### src/rtl/vga_pkg.sv
// Shared VGA definitions: 640x480@60 timing defaults, colour type and
// constants, pixel memory dimension and the sync/blank control bundle.
package vga_pkg;

  localparam int CNT_W      = 10;

  localparam int H_ACTIVE_D = 640;
  localparam int H_FP_D     = 16;
  localparam int H_SYNC_D   = 96;
  localparam int H_BP_D     = 48;
  localparam int V_ACTIVE_D = 480;
  localparam int V_FP_D     = 10;
  localparam int V_SYNC_D   = 2;
  localparam int V_BP_D     = 33;

  // Side length of the square 1-bit pixel memory.
  localparam int MEM_DIM    = 512;

  typedef logic [11:0] color_t;

  localparam color_t COLOR_WHITE = 12'hFFF;
  localparam color_t COLOR_BLACK = 12'h000;
  localparam color_t COLOR_BLUE  = 12'h00F;

  // Control bits that travel alongside the memory read.
  typedef struct packed {
    logic active;
    logic in_mem;
    logic hs_n;
    logic vs_n;
  } scan_ctl_t;

  // Blanked, sync inactive: the state the pins must show out of reset.
  localparam scan_ctl_t SCAN_CTL_IDLE = '{active: 1'b0, in_mem: 1'b0, hs_n: 1'b1, vs_n: 1'b1};

endpackage

### src/rtl/delay_line.sv
// Fixed-depth shift register with an asynchronous active-low clear to a
// parameterised value.
module delay_line #(
  parameter int               WIDTH     = 1,
  parameter int               DEPTH     = 1,
  parameter logic [WIDTH-1:0] CLEAR_VAL = '0
) (
  input  logic             clk_i,
  input  logic             rst_ni,
  input  logic [WIDTH-1:0] d_i,
  output logic [WIDTH-1:0] q_o
);

  logic [WIDTH-1:0] stage_q [DEPTH];

  // Shift one stage per clock; clear every stage on reset.
  always_ff @(posedge clk_i or negedge rst_ni) begin
    if (!rst_ni) begin
      for (int i = 0; i < DEPTH; i++) begin
        stage_q[i] <= CLEAR_VAL;
      end
    end else begin
      stage_q[0] <= d_i;
      for (int i = 1; i < DEPTH; i++) begin
        stage_q[i] <= stage_q[i-1];
      end
    end
  end

  assign q_o = stage_q[DEPTH-1];

endmodule

### src/rtl/vga_scan_reader.sv
// Raster scanner for the 512x512x1 pixel memory: drives the read address,
// realigns the returned bit with delayed sync/blank and drives the VGA pins.
module vga_scan_reader
  import vga_pkg::*;
#(
  parameter int     H_ACTIVE     = H_ACTIVE_D,
  parameter int     H_FP         = H_FP_D,
  parameter int     H_SYNC       = H_SYNC_D,
  parameter int     H_BP         = H_BP_D,
  parameter int     V_ACTIVE     = V_ACTIVE_D,
  parameter int     V_FP         = V_FP_D,
  parameter int     V_SYNC       = V_SYNC_D,
  parameter int     V_BP         = V_BP_D,
  parameter int     MEM_LATENCY  = 2,
  parameter color_t FG_COLOR     = COLOR_WHITE,
  parameter color_t BG_COLOR     = COLOR_BLACK,
  parameter color_t BORDER_COLOR = COLOR_BLUE
) (
  input  logic       read_clk,
  input  logic       resetn,
  output logic [9:0] read_x,
  output logic [9:0] read_y,
  input  logic       read_color,
  output logic [3:0] vga_r,
  output logic [3:0] vga_g,
  output logic [3:0] vga_b,
  output logic       vga_hs,
  output logic       vga_vs,
  output logic       frame_start
);

  localparam int H_TOTAL = H_ACTIVE + H_FP + H_SYNC + H_BP;
  localparam int V_TOTAL = V_ACTIVE + V_FP + V_SYNC + V_BP;

  localparam logic [CNT_W-1:0] H_LAST     = CNT_W'(H_TOTAL - 1);
  localparam logic [CNT_W-1:0] V_LAST     = CNT_W'(V_TOTAL - 1);
  localparam logic [CNT_W-1:0] H_ACT_END  = CNT_W'(H_ACTIVE);
  localparam logic [CNT_W-1:0] V_ACT_END  = CNT_W'(V_ACTIVE);
  localparam logic [CNT_W-1:0] MEM_END    = CNT_W'(MEM_DIM);
  localparam logic [CNT_W-1:0] HS_FIRST   = CNT_W'(H_ACTIVE + H_FP);
  localparam logic [CNT_W-1:0] HS_LAST    = CNT_W'(H_ACTIVE + H_FP + H_SYNC - 1);
  localparam logic [CNT_W-1:0] VS_FIRST   = CNT_W'(V_ACTIVE + V_FP);
  localparam logic [CNT_W-1:0] VS_LAST    = CNT_W'(V_ACTIVE + V_FP + V_SYNC - 1);

  logic [CNT_W-1:0] h_cnt_q, h_cnt_d;
  logic [CNT_W-1:0] v_cnt_q, v_cnt_d;
  logic             run_q;
  logic             frame_start_q, frame_start_d;
  scan_ctl_t        ctl_s0;
  scan_ctl_t        ctl_aligned;
  color_t           color_q, color_d;
  logic             hs_q, vs_q;

  // Next raster position; the first edge after reset holds (0,0) so the
  // address phase of pixel (0,0) is as long as any other.
  always_comb begin
    h_cnt_d = h_cnt_q;
    v_cnt_d = v_cnt_q;
    if (run_q) begin
      if (h_cnt_q == H_LAST) begin
        h_cnt_d = '0;
        v_cnt_d = (v_cnt_q == V_LAST) ? '0 : v_cnt_q + CNT_W'(1);
      end else begin
        h_cnt_d = h_cnt_q + CNT_W'(1);
      end
    end
    frame_start_d = (h_cnt_d == '0) && (v_cnt_d == '0);
  end

  // Counter stage: raster position and the address-phase frame marker.
  always_ff @(posedge read_clk or negedge resetn) begin
    if (!resetn) begin
      h_cnt_q       <= '0;
      v_cnt_q       <= '0;
      run_q         <= 1'b0;
      frame_start_q <= 1'b0;
    end else begin
      h_cnt_q       <= h_cnt_d;
      v_cnt_q       <= v_cnt_d;
      run_q         <= 1'b1;
      frame_start_q <= frame_start_d;
    end
  end

  // Decode blanking, memory window and syncs for the address being read.
  always_comb begin
    ctl_s0.active = (h_cnt_q < H_ACT_END) && (v_cnt_q < V_ACT_END);
    ctl_s0.in_mem = ctl_s0.active && (h_cnt_q < MEM_END);
    ctl_s0.hs_n   = !((h_cnt_q >= HS_FIRST) && (h_cnt_q <= HS_LAST));
    ctl_s0.vs_n   = !((v_cnt_q >= VS_FIRST) && (v_cnt_q <= VS_LAST));
  end

  // Delay the control bits by the memory latency so they meet read_color.
  delay_line #(
    .WIDTH    (4),
    .DEPTH    (MEM_LATENCY),
    .CLEAR_VAL(SCAN_CTL_IDLE)
  ) u_ctl_delay (
    .clk_i (read_clk),
    .rst_ni(resetn),
    .d_i   (ctl_s0),
    .q_o   (ctl_aligned)
  );

  // Colour select; past column 511 the memory address aliases, so the
  // data bit is ignored there and the border colour is shown instead.
  always_comb begin
    color_d = COLOR_BLACK;
    if (!ctl_aligned.active) begin
      color_d = COLOR_BLACK;
    end else if (ctl_aligned.in_mem) begin
      color_d = read_color ? FG_COLOR : BG_COLOR;
    end else begin
      color_d = BORDER_COLOR;
    end
  end

  // Output register: colour and syncs leave on the same edge.
  always_ff @(posedge read_clk or negedge resetn) begin
    if (!resetn) begin
      color_q <= COLOR_BLACK;
      hs_q    <= 1'b1;
      vs_q    <= 1'b1;
    end else begin
      color_q <= color_d;
      hs_q    <= ctl_aligned.hs_n;
      vs_q    <= ctl_aligned.vs_n;
    end
  end

  assign read_x      = h_cnt_q;
  assign read_y      = v_cnt_q;
  assign frame_start = frame_start_q;
  assign vga_r       = color_q[11:8];
  assign vga_g       = color_q[7:4];
  assign vga_b       = color_q[3:0];
  assign vga_hs      = hs_q;
  assign vga_vs      = vs_q;

endmodule

### config.mk
export PLATFORM = sky130hd
export DESIGN_NAME = vga_scan_reader
export DESIGN_NICKNAME = d
export VERILOG_FILES = /design/src/rtl/vga_pkg.sv /design/src/rtl/delay_line.sv /design/src/rtl/vga_scan_reader.sv
export SDC_FILE = /design/constraint.sdc
export NUM_CORES = 1
export LEC_CHECK = 0
export ABC_AREA = 0
export BUFFER_PORTS_ARGS = -buffer_cell sky130_fd_sc_hd__buf_2
export CAP_MARGIN = 20
export CORE_MARGIN = 2
export CORE_UTILIZATION = 60
export CTS_BUF_LIST = sky130_fd_sc_hd__clkbuf_8
export DETAILED_ROUTE_END_ITERATION = 8
export PLACE_DENSITY_LB_ADDON = 0.25
export SYNTH_ARGS = -nofsm -noshare
export SYNTH_HDL_FRONTEND = slang
export SYNTH_SLANG_ARGS = --single-unit
### constraint.sdc
create_clock -name read_clk -period 6 [get_ports read_clk]
set_input_delay 1.8 -clock read_clk [delete_from_list [all_inputs] [get_ports read_clk]]
set_output_delay 1.8 -clock read_clk [all_outputs]
set_load 0.02 [all_outputs]
After elaboration in Yosys (flattened, before gate mapping)
Index checks and enable logic that the tools add are counted.
Storage, ports and cells
  register bits after elaboration: 44
  input port bits: 3
  output and inout bits: 35
Operators by class
  add/subtract/negate cells: 2
  $lt $le $gt $ge: 7
  eq/ne operators: 2
  multiplexer cells: 8
  reduce and logical (&&, ||, !) cells: 9
Operators with widths (count)
  10-bit two-way mux: 5
  12-bit two-way mux: 3
  10-bit by 1-bit adder with 10-bit output, second input constant: 2
  10-bit == test, second input constant: 2
  10-bit logical NOT: 2
  10-bit < comparator, second input constant: 2
  10-bit greater-or-equal comparator, second input constant: 1
  10-bit by 9-bit greater-or-equal comparator with 1-bit output, second input constant: 1
  10-bit <= comparator, second input constant: 1
  10-bit by 9-bit <= comparator with 1-bit output, second input constant: 1
  10-bit by 9-bit < comparator with 1-bit output, second input constant: 1
  1-bit logical AND: 5
  1-bit logical NOT: 2

Depth between registers and ports, before layout
  depth after elaboration: 6
  gate-level depth with buffers: 8
  gate-level depth less buffers: 8

Hierarchy
A second synthesis with hierarchy kept.
Second synthesis, totals
  cells, all modules: 176
  area, all modules: 1804.2 µm²
By module, submodules not included
  vga_scan_reader: instances 1, cells each 164, area an instance 1569.0 µm², sequential area each 653.1 µm²
  delay_line: instances 1, cells each 12, area an instance 235.2 µm², sequential area each 205.2 µm²

Worst setup path after synthesis
No wires, ideal clock.
  kind: register to output
  start: reg, netlist name color_q[10]
  end: out vga_g[1]
  arrival: 721 ps
  data required time: 4200 ps
  path slack: 3479 ps
  stages on the path, launching flop included: 2
  buffers on the path: 1
  path through: dfrtp_1 buf_4
RTL lines
  to (decl): RTL line vga_scan_reader.sv:25  | output logic [3:0] vga_g,

Worst setup path in the final report
  start: reg h_cnt_q[5], in the netlist read_x[5]
  end: out read_x[5]
RTL lines
  from (decl): RTL line vga_scan_reader.sv:45  | logic [CNT_W-1:0] h_cnt_q, h_cnt_d;
  from (signal assigned): RTL line vga_scan_reader.sv:78  | h_cnt_q <= h_cnt_d;
  to (decl): RTL line vga_scan_reader.sv:21  | output logic [9:0] read_x,
No word-level cell between the ends.

==> qor.yml <==
status: "complete, but fails checks"
violations: "DRC"
fillers: 229
criticalPathCategory: "reg2out"
relSlewSlack_pct: 51.6
synthDistinctLibCells: 46
crit_path_end_kind: "primary output"
post_dp_cell_area_mm2: 0.00192
place_hpwl_mm: 2.46
wl_per_cell_um: 14.8
synth_nets: 189
final_area_mm2: 0.00201
grt_first_pass_wirelength_mm: 6.11
place_congestion: 0.885
ant_nets: 0
first_iter_violations: 88
clkSinkCount: 34
layout.nets: 215
start_util_pct: 64.4
die_area_mm2: 0.00346
hold_path_class: "reg2reg"
irDropWorstVdd_v: 0.000266
clkLatencyLatePin_ns: 0.28
hold_buffers: 0
fin_crit_ns: 2.87
netlist_area_mm2: 0.00181
row_count: 19
grt.total_usage_pct: 23.5
ys_warn_count: 0
totalWireLength_mm: 3.55
portBuffers: 37
hold_slack_ns: 0.351
drc: 3
ios: 38
die_w_um: 58.9
grt-ovfl-total: 0
setup.worst_path.start_class: "flip-flop"
htree_levels: 2
grt_max_degree: 35
worst_path_max_delay_cell: "dfrtp_1"
synth_cells: 182
syn_avg_cell_area_um2: 9.92
synth_ff_type: "dfrtp_1"
drive_above_1_share_pct: 28.2
path_clk_slew_ns: 0.06
maxSlewViolCount: 0
ys_async_sr_fraction_pct: 100
fmax_mhz: 348
clock_skew_ns: 0.00421
via_count: 1482
period_share_pct: 47.9
cts_tree: "built"
path_cells: "buf_2"
area_growth_pct: 11.3
via_per_inst: 6.18
synth_edf_count: 0
utilization_pct: 71.6
max_stage_delay_ns: 0.56
final-hold-violation-count: 0
critPathArrivalTime_ns: 1.07
tns_ns: 0
tightest_slew_ns: 0.726
antenna_found_initial: 0
worstPathRequired_ns: 4.20
cts_buffers: 5
cts_setup_buffers: 0
critPathTopFamily: "flip-flops"
rsz0062_at_grt: "no"
core_area_mm2: 0.00281
cts_root_buffer: "clkbuf_8"
drv_cap: 0
cp_num_buf_inv: 1
postCtsResizedCells: 0
worstPathMaxFanout: 13
first_pass_iters: 6
die_h_um: 58.9
antenna_cells: 0
p_total_mw: 0.625
powerDensity_mw_per_mm2: 311
ys_seq_area_share_pct: 47.5
setup_viol: 0
leakage_nw: 0.977
clk_path_buf_depth: 2
synth.ff_latch_count: 34
grt_pass1_vias: 1321
Yosys cell counts, types with 2 or more instances:
cell type  count  share of area [%]
a211o_1        2               0.97
a211oi_1       2               0.83
a21boi_0       2               0.83
a21oi_1        4                1.1
a31oi_1        4                1.4
and3_1         6                2.1
and4_1         3                1.5
buf_2          2               0.55
buf_4         10                4.2
clkbuf_1       6                1.2
dfrtp_1       28                 39
dfstp_2        6                8.7
ha_1           4                2.8
inv_1          7                1.5
nand2_1       14                2.9
nand3_1       10                2.8
nand4_1        5                1.7
nor2_1         7                1.5
nor2b_1        3                1.0
nor3_1         4                1.1
nor4_1         3                1.0
nor4b_1        3                1.5
o21ai_0       12                3.3
o21ai_1        2               0.55
or2_2          2               0.69
xnor2_1        8                3.9
xor2_1         4                1.9
power by group:
group / switching [mW] / leakage, nW / total (mW) / internal (mW)
Combinational: 0.0983 / 0.509 / 0.164 / 0.0654
Clock: 0.0763 / 0.0524 / 0.167 / 0.0907
Sequential: 0.0418 / 0.416 / 0.294 / 0.252
placed cells by master (no fill, tap or decap), types with 2 or more instances in the layout:
cell type	instances
nor2_1	7
nand3_1	10
nor4b_1	3
and4_1	3
ha_1	4
a31oi_1	4
buf_2	37
a211o_1	2
xnor2_1	8
nor3_1	4
or2_2	2
o21ai_0	12
a21oi_1	4
nor4_1	3
nor2b_1	3
nand2_1	14
o21ai_1	2
and3_1	6
clkbuf_8	6
dfstp_2	6
a21boi_0	2
a211oi_1	2
dfrtp_1	28
inv_1	8
nand4_1	5
xor2_1	4
stage by stage:
| stage | cells | setup WS [ns] |
|---|---|---|
| after floorplan | 182 | 3.48 |
| after global placement | 232 | 3.47 |
| after detailed placement | 232 | 3.43 |
| after CTS | 240 | 3.13 |
| after global routing | 240 | 3.08 |
| final | 240 | 3.13 |
logic make-up (layout without fill, tap and decap cells):
family	after synthesis	count (layout)	synth area share (%)
buffers and inverters	26	53	8.04
adder cells (fa/ha/maj)	4	4	2.77
XOR/XNOR	12	12	5.82
AND/OR/NAND/NOR	69	69	22.6
other	1	1	0.208
flip-flops	34	34	47.5
multiplexers	1	1	0.624
AO/OA/AOI/OAI	35	35	12.4
layer usage:
metal / vias to the layer above / global-route usage (%) / part of all wire (%)
li1: 682 / - / -
met1: 717 / 31.0 / 43
met5: - / 0 / 0
met3: 7 / 4.40 / 8.1
met2: 76 / 37.9 / 48
met4: 0 / 9.74 / 1.6
sequential cells by signal, summed over array words and instances (netlist names):
signal	flops
read_x	10
read_y	10
u_ctl_delay.q_o	4
u_ctl_delay.stage_q	4
color_q	2
frame_start	1
run_q	1
vga_hs	1
vga_vs	1
layout make-up:
type	instances	area, um^2	area share, %
Sequential cell	34	858	42.7
Multi-Input combinational cell	122	802	39.9
Timing Repair Buffer	38	193	9.59
Clock buffer	6	82.6	4.11
Tap cell	31	38.8	1.93
Inverter	7	26.3	1.31
Clock inverter	2	8.76	0.436
path summary, 6_finish.rpt:
| kind | slack, ns | end | depth (start not counted) | start |
|---|---|---|---|---|
| min reg2reg | 0.35 | u_ctl_delay.q_o[3]$_DFF_PN0_ | 0 | u_ctl_delay.stage_q[7]$_DFF_PN0_ |
| max in group asynchronous | 3.96 | read_x[7]$_DFF_PN0_ | 1 | resetn |
| max reg2reg | 3.44 | frame_start$_DFF_PN0_ | 7 | read_x[5]$_DFF_PN0_ |
| min in group asynchronous | 1.58 | u_ctl_delay.q_o[2]$_DFF_PN0_ | 1 | resetn |
| min | 0.35 | u_ctl_delay.q_o[3]$_DFF_PN0_ | 0 | u_ctl_delay.stage_q[7]$_DFF_PN0_ |
| max | 3.13 | read_x[5] | 1 | read_x[5]$_DFF_PN0_ |
Power figures use the tool's default switching activity.
